File: config.mk
export PLATFORM = sky130hd
export DESIGN_NAME = sw_debounce
export DESIGN_NICKNAME = d
export VERILOG_FILES = /design/src/rtl/sw_debounce_pkg.sv /design/src/rtl/sw_debounce_bit.sv /design/src/rtl/sw_debounce.sv
export SDC_FILE = /design/constraint.sdc
export NUM_CORES = 1
export LEC_CHECK = 0
export CORE_MARGIN = 8
export CORE_UTILIZATION = 55
export DETAILED_ROUTE_END_ITERATION = 10
export HOLD_SLACK_MARGIN = 0.1
export PLACE_DENSITY_LB_ADDON = 0.08
export SYNTH_ARGS = -nofsm -noshare
export SYNTH_HDL_FRONTEND = slang
export SYNTH_HIERARCHICAL = 1
export SYNTH_SLANG_ARGS = --single-unit
File: constraint.sdc
create_clock -name clk_clk -period 1.4 [get_ports clk_clk]
set_input_delay 0.28 -clock clk_clk [delete_from_list [all_inputs] [get_ports clk_clk]]
set_output_delay 0.28 -clock clk_clk [all_outputs]
set_load 0.1 [all_outputs]
File: src/rtl/sw_debounce_pkg.sv
// Shared constants and helpers for the slide-switch debouncer.
package sw_debounce_pkg;

  localparam int unsigned SYNC_STAGES           = 2;
  localparam int unsigned DEFAULT_STABLE_CYCLES = 50000;

  // Stability counter width; a 1-cycle window still needs one flop.
  function automatic int unsigned cnt_width(input int unsigned n);
    int unsigned w;
    w = $clog2(n);
    return (w < 1) ? 1 : w;
  endfunction

endpackage

File: src/rtl/sw_debounce_bit.sv
// One switch bit: two-flop synchroniser, stability counter, clean flop and change strobe.
module sw_debounce_bit
  import sw_debounce_pkg::*;
#(
  parameter int unsigned StableCycles = DEFAULT_STABLE_CYCLES
) (
  input  logic clk_i,
  input  logic rst_ni,
  input  logic raw_i,
  input  logic valid_i,
  output logic clean_o,
  output logic changed_o,
  output logic set_o
);

  localparam int unsigned   CntW   = cnt_width(StableCycles);
  localparam logic [CntW-1:0] CntMax = CntW'(StableCycles - 1);

  logic [SYNC_STAGES-1:0] sync_q;
  logic [CntW-1:0]        cnt_q, cnt_d;
  logic                   clean_q, clean_d;
  logic                   changed_q, changed_d;
  logic                   sync2;
  logic                   accept;

  assign sync2 = sync_q[SYNC_STAGES-1];

  // Any return to the clean level zeroes the count: no partial credit for bounces.
  always_comb begin
    cnt_d   = '0;
    clean_d = clean_q;
    accept  = 1'b0;
    if (sync2 != clean_q) begin
      if (cnt_q == CntMax) begin
        accept  = 1'b1;
        clean_d = sync2;
      end else begin
        cnt_d = cnt_q + CntW'(1);
      end
    end
    changed_d = accept & valid_i;
  end

  always_ff @(posedge clk_i or negedge rst_ni) begin
    if (!rst_ni) begin
      sync_q    <= '0;
      cnt_q     <= '0;
      clean_q   <= 1'b0;
      changed_q <= 1'b0;
    end else begin
      sync_q    <= {sync_q[SYNC_STAGES-2:0], raw_i};
      cnt_q     <= cnt_d;
      clean_q   <= clean_d;
      changed_q <= changed_d;
    end
  end

  assign clean_o   = clean_q;
  assign changed_o = changed_q;
  // Same-edge set request for the sticky register in the parent.
  assign set_o     = changed_d;

endmodule

File: src/rtl/sw_debounce.sv
// Slide-switch conditioner for the PIO switch input. Optional sticky change
// register is enabled with the SW_DEBOUNCE_STICKY_EN macro.
module sw_debounce
  import sw_debounce_pkg::*;
#(
  parameter int unsigned WIDTH         = 8,
  parameter int unsigned STABLE_CYCLES = DEFAULT_STABLE_CYCLES
) (
  input  logic             clk_clk,
  input  logic             reset_reset_n,
  input  logic [WIDTH-1:0] sw_raw_in,
  output logic [WIDTH-1:0] sw_clean_out,
  output logic [WIDTH-1:0] sw_changed_out,
  output logic             sw_valid_out,
  output logic [WIDTH-1:0] sw_sticky_out,
  input  logic [WIDTH-1:0] sw_clear_in
);

  localparam int unsigned     SetW      = $clog2(STABLE_CYCLES + 3);
  localparam logic [SetW-1:0] SettleMax = SetW'(STABLE_CYCLES + 2);

  logic [SetW-1:0]  settle_q, settle_d;
  logic             valid_q, valid_d;
  logic [WIDTH-1:0] set_req;

  for (genvar i = 0; i < WIDTH; i++) begin : g_bit
    sw_debounce_bit #(
      .StableCycles(STABLE_CYCLES)
    ) u_bit (
      .clk_i    (clk_clk),
      .rst_ni   (reset_reset_n),
      .raw_i    (sw_raw_in[i]),
      .valid_i  (valid_q),
      .clean_o  (sw_clean_out[i]),
      .changed_o(sw_changed_out[i]),
      .set_o    (set_req[i])
    );
  end

  // Settle counter parks at its terminal value once valid is up.
  always_comb begin
    settle_d = settle_q;
    valid_d  = valid_q;
    if (settle_q == SettleMax) begin
      valid_d = 1'b1;
    end else begin
      settle_d = settle_q + SetW'(1);
    end
  end

  always_ff @(posedge clk_clk or negedge reset_reset_n) begin
    if (!reset_reset_n) begin
      settle_q <= '0;
      valid_q  <= 1'b0;
    end else begin
      settle_q <= settle_d;
      valid_q  <= valid_d;
    end
  end

  assign sw_valid_out = valid_q;

`ifdef SW_DEBOUNCE_STICKY_EN
  logic [WIDTH-1:0] sticky_q, sticky_d;

  // Set wins over a coincident clear.
  always_comb begin
    sticky_d = (sticky_q & ~sw_clear_in) | set_req;
  end

  always_ff @(posedge clk_clk or negedge reset_reset_n) begin
    if (!reset_reset_n) begin
      sticky_q <= '0;
    end else begin
      sticky_q <= sticky_d;
    end
  end

  assign sw_sticky_out = sticky_q;
`else
  logic unused_sticky;
  assign unused_sticky = ^{sw_clear_in, set_req};
  assign sw_sticky_out = '0;
`endif

endmodule

* Yosys cells after proc, flatten, opt, wreduce, memory -nomap -nowiden
Index checks and enable logic that the tools add are counted.
** Word-level totals
- Word-level logic and storage cells :: 108
- Flip-flop bits (word level) :: 177
** Cells by class
- Equality and inequality tests :: 17
- Bitwise operators :: 8
- Multiplexer cells :: 32
- Reductions and logical operators :: 8
- $add $sub $neg :: 9
** Operators with widths (number)
- 2-to-1 mux 16 bit :: 16
- adder 16 x 1 -> 16 bit, second input constant :: 9
- == test 16 bit, second input constant :: 9
- 2-to-1 mux 1 bit :: 16
- AND reduction 2 bit :: 8
- bitwise AND 1 bit :: 8
- != test 1 bit :: 8

* Depth between registers and ports, before layout
- Depth after elaboration :: 4
- Gate-level depth with buffers :: 6
- Mapped depth without buffers :: 6

* Hierarchy
The synthesis kept the hierarchy.
** By module, submodules not included
- sw_debounce_bit :: seq. area each 500.5 µm², cells each 88, times used 8, area each 1021.0 µm²
- sw_debounce :: seq. area each 425.4 µm², cells each 78, times used 1, area each 850.8 µm²

* Worst setup path after synthesis
OpenSTA, ideal clock, no wires.
- Path kind :: register -> register
- Start point :: reg g_bit[0].u_bit.clean_q
- End point :: reg g_bit[0].u_bit.cnt_q[10]
- Cell stages (with the launch flop) :: 5
- Buffers on the path :: 1
- Period minus slack after synthesis :: 1.652 ns
- Path slack :: -0.252 ns
- Required time :: 1.329 ns
- Data arrival time :: 1.581 ns
- Setup time :: 0.071 ns
- Cells stage by stage :: dfrtp_1 -> xor2_1 -> nand2_2 -> buf_6 -> nor2_1
** On the way
- Word-level cells in the longest chain between the ends :: 2
** Ends and longest elaborated chain
- start, declared :: RTL line sw_debounce_bit.sv:21 : logic clean_q, clean_d;
- start signal, assigned :: RTL line sw_debounce_bit.sv:53 : clean_q <= clean_d;
- != test 1 bit :: RTL line sw_debounce_bit.sv:33 : if (sync2 != clean_q) begin
- 2-to-1 mux 16 bit :: RTL line sw_debounce_bit.sv:33
- net g_bit[0].u_bit.cnt_d[10] :: RTL line sw_debounce_bit.sv:20 : logic [CntW-1:0] cnt_q, cnt_d;
- end signal, assigned :: RTL line sw_debounce_bit.sv:52 : cnt_q <= cnt_d;
- end, declared :: RTL line sw_debounce_bit.sv:20
The timed path passes the listed nets, and every way through them passes these cells.
A chain may end at the register's enable or synchronous reset.

* Worst setup path in the final report
- Start point :: reg g_bit[7].u_bit.cnt_q[0]
- End point :: reg g_bit[7].u_bit.cnt_q[7]
** On the way
- Word-level cells in the longest chain between the ends :: 3
- Elaborated cells on any way between the ends :: 4
** Ends and longest elaborated chain
- start, declared :: RTL line sw_debounce_bit.sv:20
- start signal, assigned :: RTL line sw_debounce_bit.sv:52
- adder 16 x 1 -> 16 bit / == test 16 bit (equally long branches) :: RTL line sw_debounce_bit.sv:38, sw_debounce_bit.sv:34
- 2-to-1 mux 16 bit (*) :: RTL line sw_debounce_bit.sv:34 : if (cnt_q == CntMax) begin
- 2-to-1 mux 16 bit (*) :: RTL line sw_debounce_bit.sv:33
- net g_bit[7].u_bit.cnt_d[7] :: RTL line sw_debounce_bit.sv:20
The timed path passes the listed nets; every way through them passes the cells marked *.

==> results.md <==
- Status: finished, violations left
- Failing checks: negative setup slack
- Placeable Area: 0.0163 mm2
- Port Buffers: 26
- Buffer depth of the longest clock path: 2
- Syn Area/Cell: 11.5 um2
- Total CTS buffers: 17
- First-pass GRT wire length: 31900 um
- Share of layout cells above drive strength 1: 0.550
- Overall global routing resource usage: 0.192
- Final hold vios: 0
- Clock Sinks: 177
- Vias per cell: 5.44
- Crit start category: flop
- Post-Syn Area: 0.00902 mm2
- Routed WL: 21600 um
- Total die area: 0.0208 mm2
- Share of the synthesized area in the top cell type: 0.491
- Power Density: 805 mW/mm2
- Synth unique cells: 36
- Largest net degree at the start of global routing: 37
- Area leader, netlist: dfrtp_1
- Gr ovfl total: 0
- Kind of critical path: flop to flop
- DP HPWL: 12300 um
- RSZ-0062 raised after global routing: true
- Critical Path End Type: flop
- Worst EP arrival: 1.79 ns
- Compound-cell area share of the yosys netlist: 0.00111
- Max-capacitance violation count: 0
- Final period util: 1.06
- CTS tree: built
- Leakage power total: 5.66 nW
- Peak VDD IR: 0.930 mV
- Initial DRC Count: 227
- Syn Inst Count: 782
- Post-synth EDFFs: 0
- # nets final: 1008
- Synth Area in Simple Gates: 0.320
- DP Cell Count: 1144
- Vias in the first global route: 6718
- Hold WC Path Type: primary input to flop
- Worst skew pair latency: 0.43 ns
- Fin area: 0.0133 mm2
- Initial core utilization: 0.554
- Reg area: 0.00446 mm2
- CP dominant cell by count: buf_4
- CP Max Fanout: 5
- Drc violations: 0
- Row Count: 47
- Final ANT Viol Nets: 0
- Diode count: 0
- Final setup fails: 90
- CP required: 1.71 ns
- Initial antenna violation count: 0
- I/O pin count: 43
- DR vias: 6602
- WP buf/inv: 2
- Adder-cell area share of the yosys netlist: 0.0139
- Root Buffer: clkbuf_16
- Max Fclk: 676 MHz
- Multi-input combinational cell area: 0.00584 mm2
- CP cell instances: buf_4, nand4_4, buf_4, nor2_1, xnor2_1, nor2_4
- Final slew viol count: 0
- Worst-path clk slew: 0.06 ns
- Sequential area share after synthesis: 0.491
- Xor/xnor share of the synthesized area: 0.130
- Total placed instance area: 0.0108 mm2
- Largest family of logic cells by synthesized area: simple AND/OR/NAND/NOR gates
- Total power: 10.7 mW
- Area Overhead vs Synth: 47.2%
- Post-route minimum period: 1.48 ns
- Delay-heaviest family, CP: flip-flops
- First-pass DRT Iterations: 4
- Number of fill cells: 893
- WHS: 0.288 ns
- Prevailing post-synth register cell: dfrtp_1
- Yosys warning count: 6
- Non-filler cells, final: 1213
- Clock Skew: 0.0109 ns
- Post-synthesis mux area share: 0.00999
- Largest cells by area after synthesis: dfrtp_1, xnor2_1, nor4_2
- Die W: 144 um
- Routed length per placed instance: 17.8 um
- FF+latch count, synth: 177
- H-tree levels: 4
- Routability cong.: 0.818
- Post-synth ARST share: 1.00
- CP max-delay cell: dfrtp_1
- Die H: 144 um
- Setup ws final: -0.0801 ns
- Crit-path max cell delay: 0.41 ns
[final timing paths]
path	depth (start not counted)	start	slack, ns	end
min in group asynchronous	2	reset_reset_n	0.34	g_bit[7].u_bit/cnt_q[6]
worst min register to register	0	g_bit[0].u_bit/sync_q[0]	0.35	g_bit[0].u_bit/sync_q[1]
worst max-delay path	6	g_bit[7].u_bit/cnt_q[0]	-0.08	g_bit[7].u_bit/cnt_q[7]
worst max register to register	6	g_bit[7].u_bit/cnt_q[0]	-0.08	g_bit[7].u_bit/cnt_q[7]
worst min-delay path	1	sw_raw_in[7]	0.29	g_bit[7].u_bit/sync_q[0]
max in group asynchronous	3	reset_reset_n	0.51	g_bit[4].u_bit/changed_o
[cell usage after synthesis, types with 9 or more instances]
library cell and count:
and3_1 17, and4bb_1 16, buf_2 16, dfrtp_1 177, ha_1 10, inv_1 18
nand2_1 31, nand3_1 35, nand3_2 9, nand4_1 20, nand4_2 25, nor2_1 109
nor2_2 40, nor3_1 10, nor4_2 33, xnor2_1 97, xor2_1 37
[metal layers]
layer  vias up  part of all wire  track usage
met3        31             0.032       0.0436
li1       3085                 -            -
met4         0             0.014       0.0515
met2       108              0.55        0.330
met1      3378              0.40        0.239
met5         -                 0            0
[logic make-up after synthesis]
logic type | count (synthesis)
buffers and inverters | 50
AO/OA/AOI/OAI | 2
other | 1
multiplexers | 8
adder cells (fa/ha/maj) | 10
flip-flops | 177
AND/OR/NAND/NOR | 400
XOR/XNOR | 134
[power by group]
group / leakage (nW) / switching, mW / total, mW / internal [mW]
Sequential: 2.36 / 0.104 / 5.30 / 5.20
Clock: 0.277 / 1.92 / 4.56 / 2.64
Combinational: 3.02 / 0.479 / 0.832 / 0.353
Total: 5.66 / 2.50 / 10.7 / 8.19
[metrics by stage]
step                worst slack [ns]  TNS [ns]   util
floorplan                    0.00777         0      -
global placement             -0.0289   -0.0897  0.661
detailed placement            -0.116    -0.812  0.661
CTS                          -0.0354    -0.289  0.724
global route                  -0.132     -8.31  0.815
finish                       -0.0801     -2.48  0.815
[sequential cells by signal, indices dropped and copies added, names as in the netlist]
signal / count
g_bit.u_bit/sync_q: 16
g_bit.u_bit/clean_o: 8
settle_q: 16
sw_valid_out: 1
g_bit.u_bit/cnt_q: 128
g_bit.u_bit/changed_o: 8
[area by class of cell]
| class | instances | area share |
|---|---|---|
| clock inverters | 8 | 0.00584 |
| multi-input cells | 566 | 0.440 |
| flip-flops and latches | 177 | 0.336 |
| repair buffers | 200 | 0.155 |
| clock buffers | 24 | 0.0370 |
| inverters | 18 | 0.00509 |
| well taps | 220 | 0.0207 |
[layout by cell type, fill, tap and decap left out, types with 19 or more instances in the layout]
master     instances
dfrtp_2           28
xnor2_1           75
nand3_1           30
nor4_2            20
nor2_2            66
nor2_4            46
dfrtp_1          149
xor2_1            27
nor2_1            37
buf_4            138
nand2_1           31
nor4_4            29
xnor2_2           22
nand4_1           20
buf_12            30
clkbuf_16         22
nand4_4           19
[repair_timing]
item | CTS | global route
endpoints found under the setup margin | 78 | 137
pin swaps | 26 | 93
buffers inserted | 14 | 13
resized for setup | 49 | 256
hold buffers | 1 | 0
cloned | 2 | 7
hold endpoints to repair | 28 | 0
No activity file was read; power rests on OpenSTA's default activity.
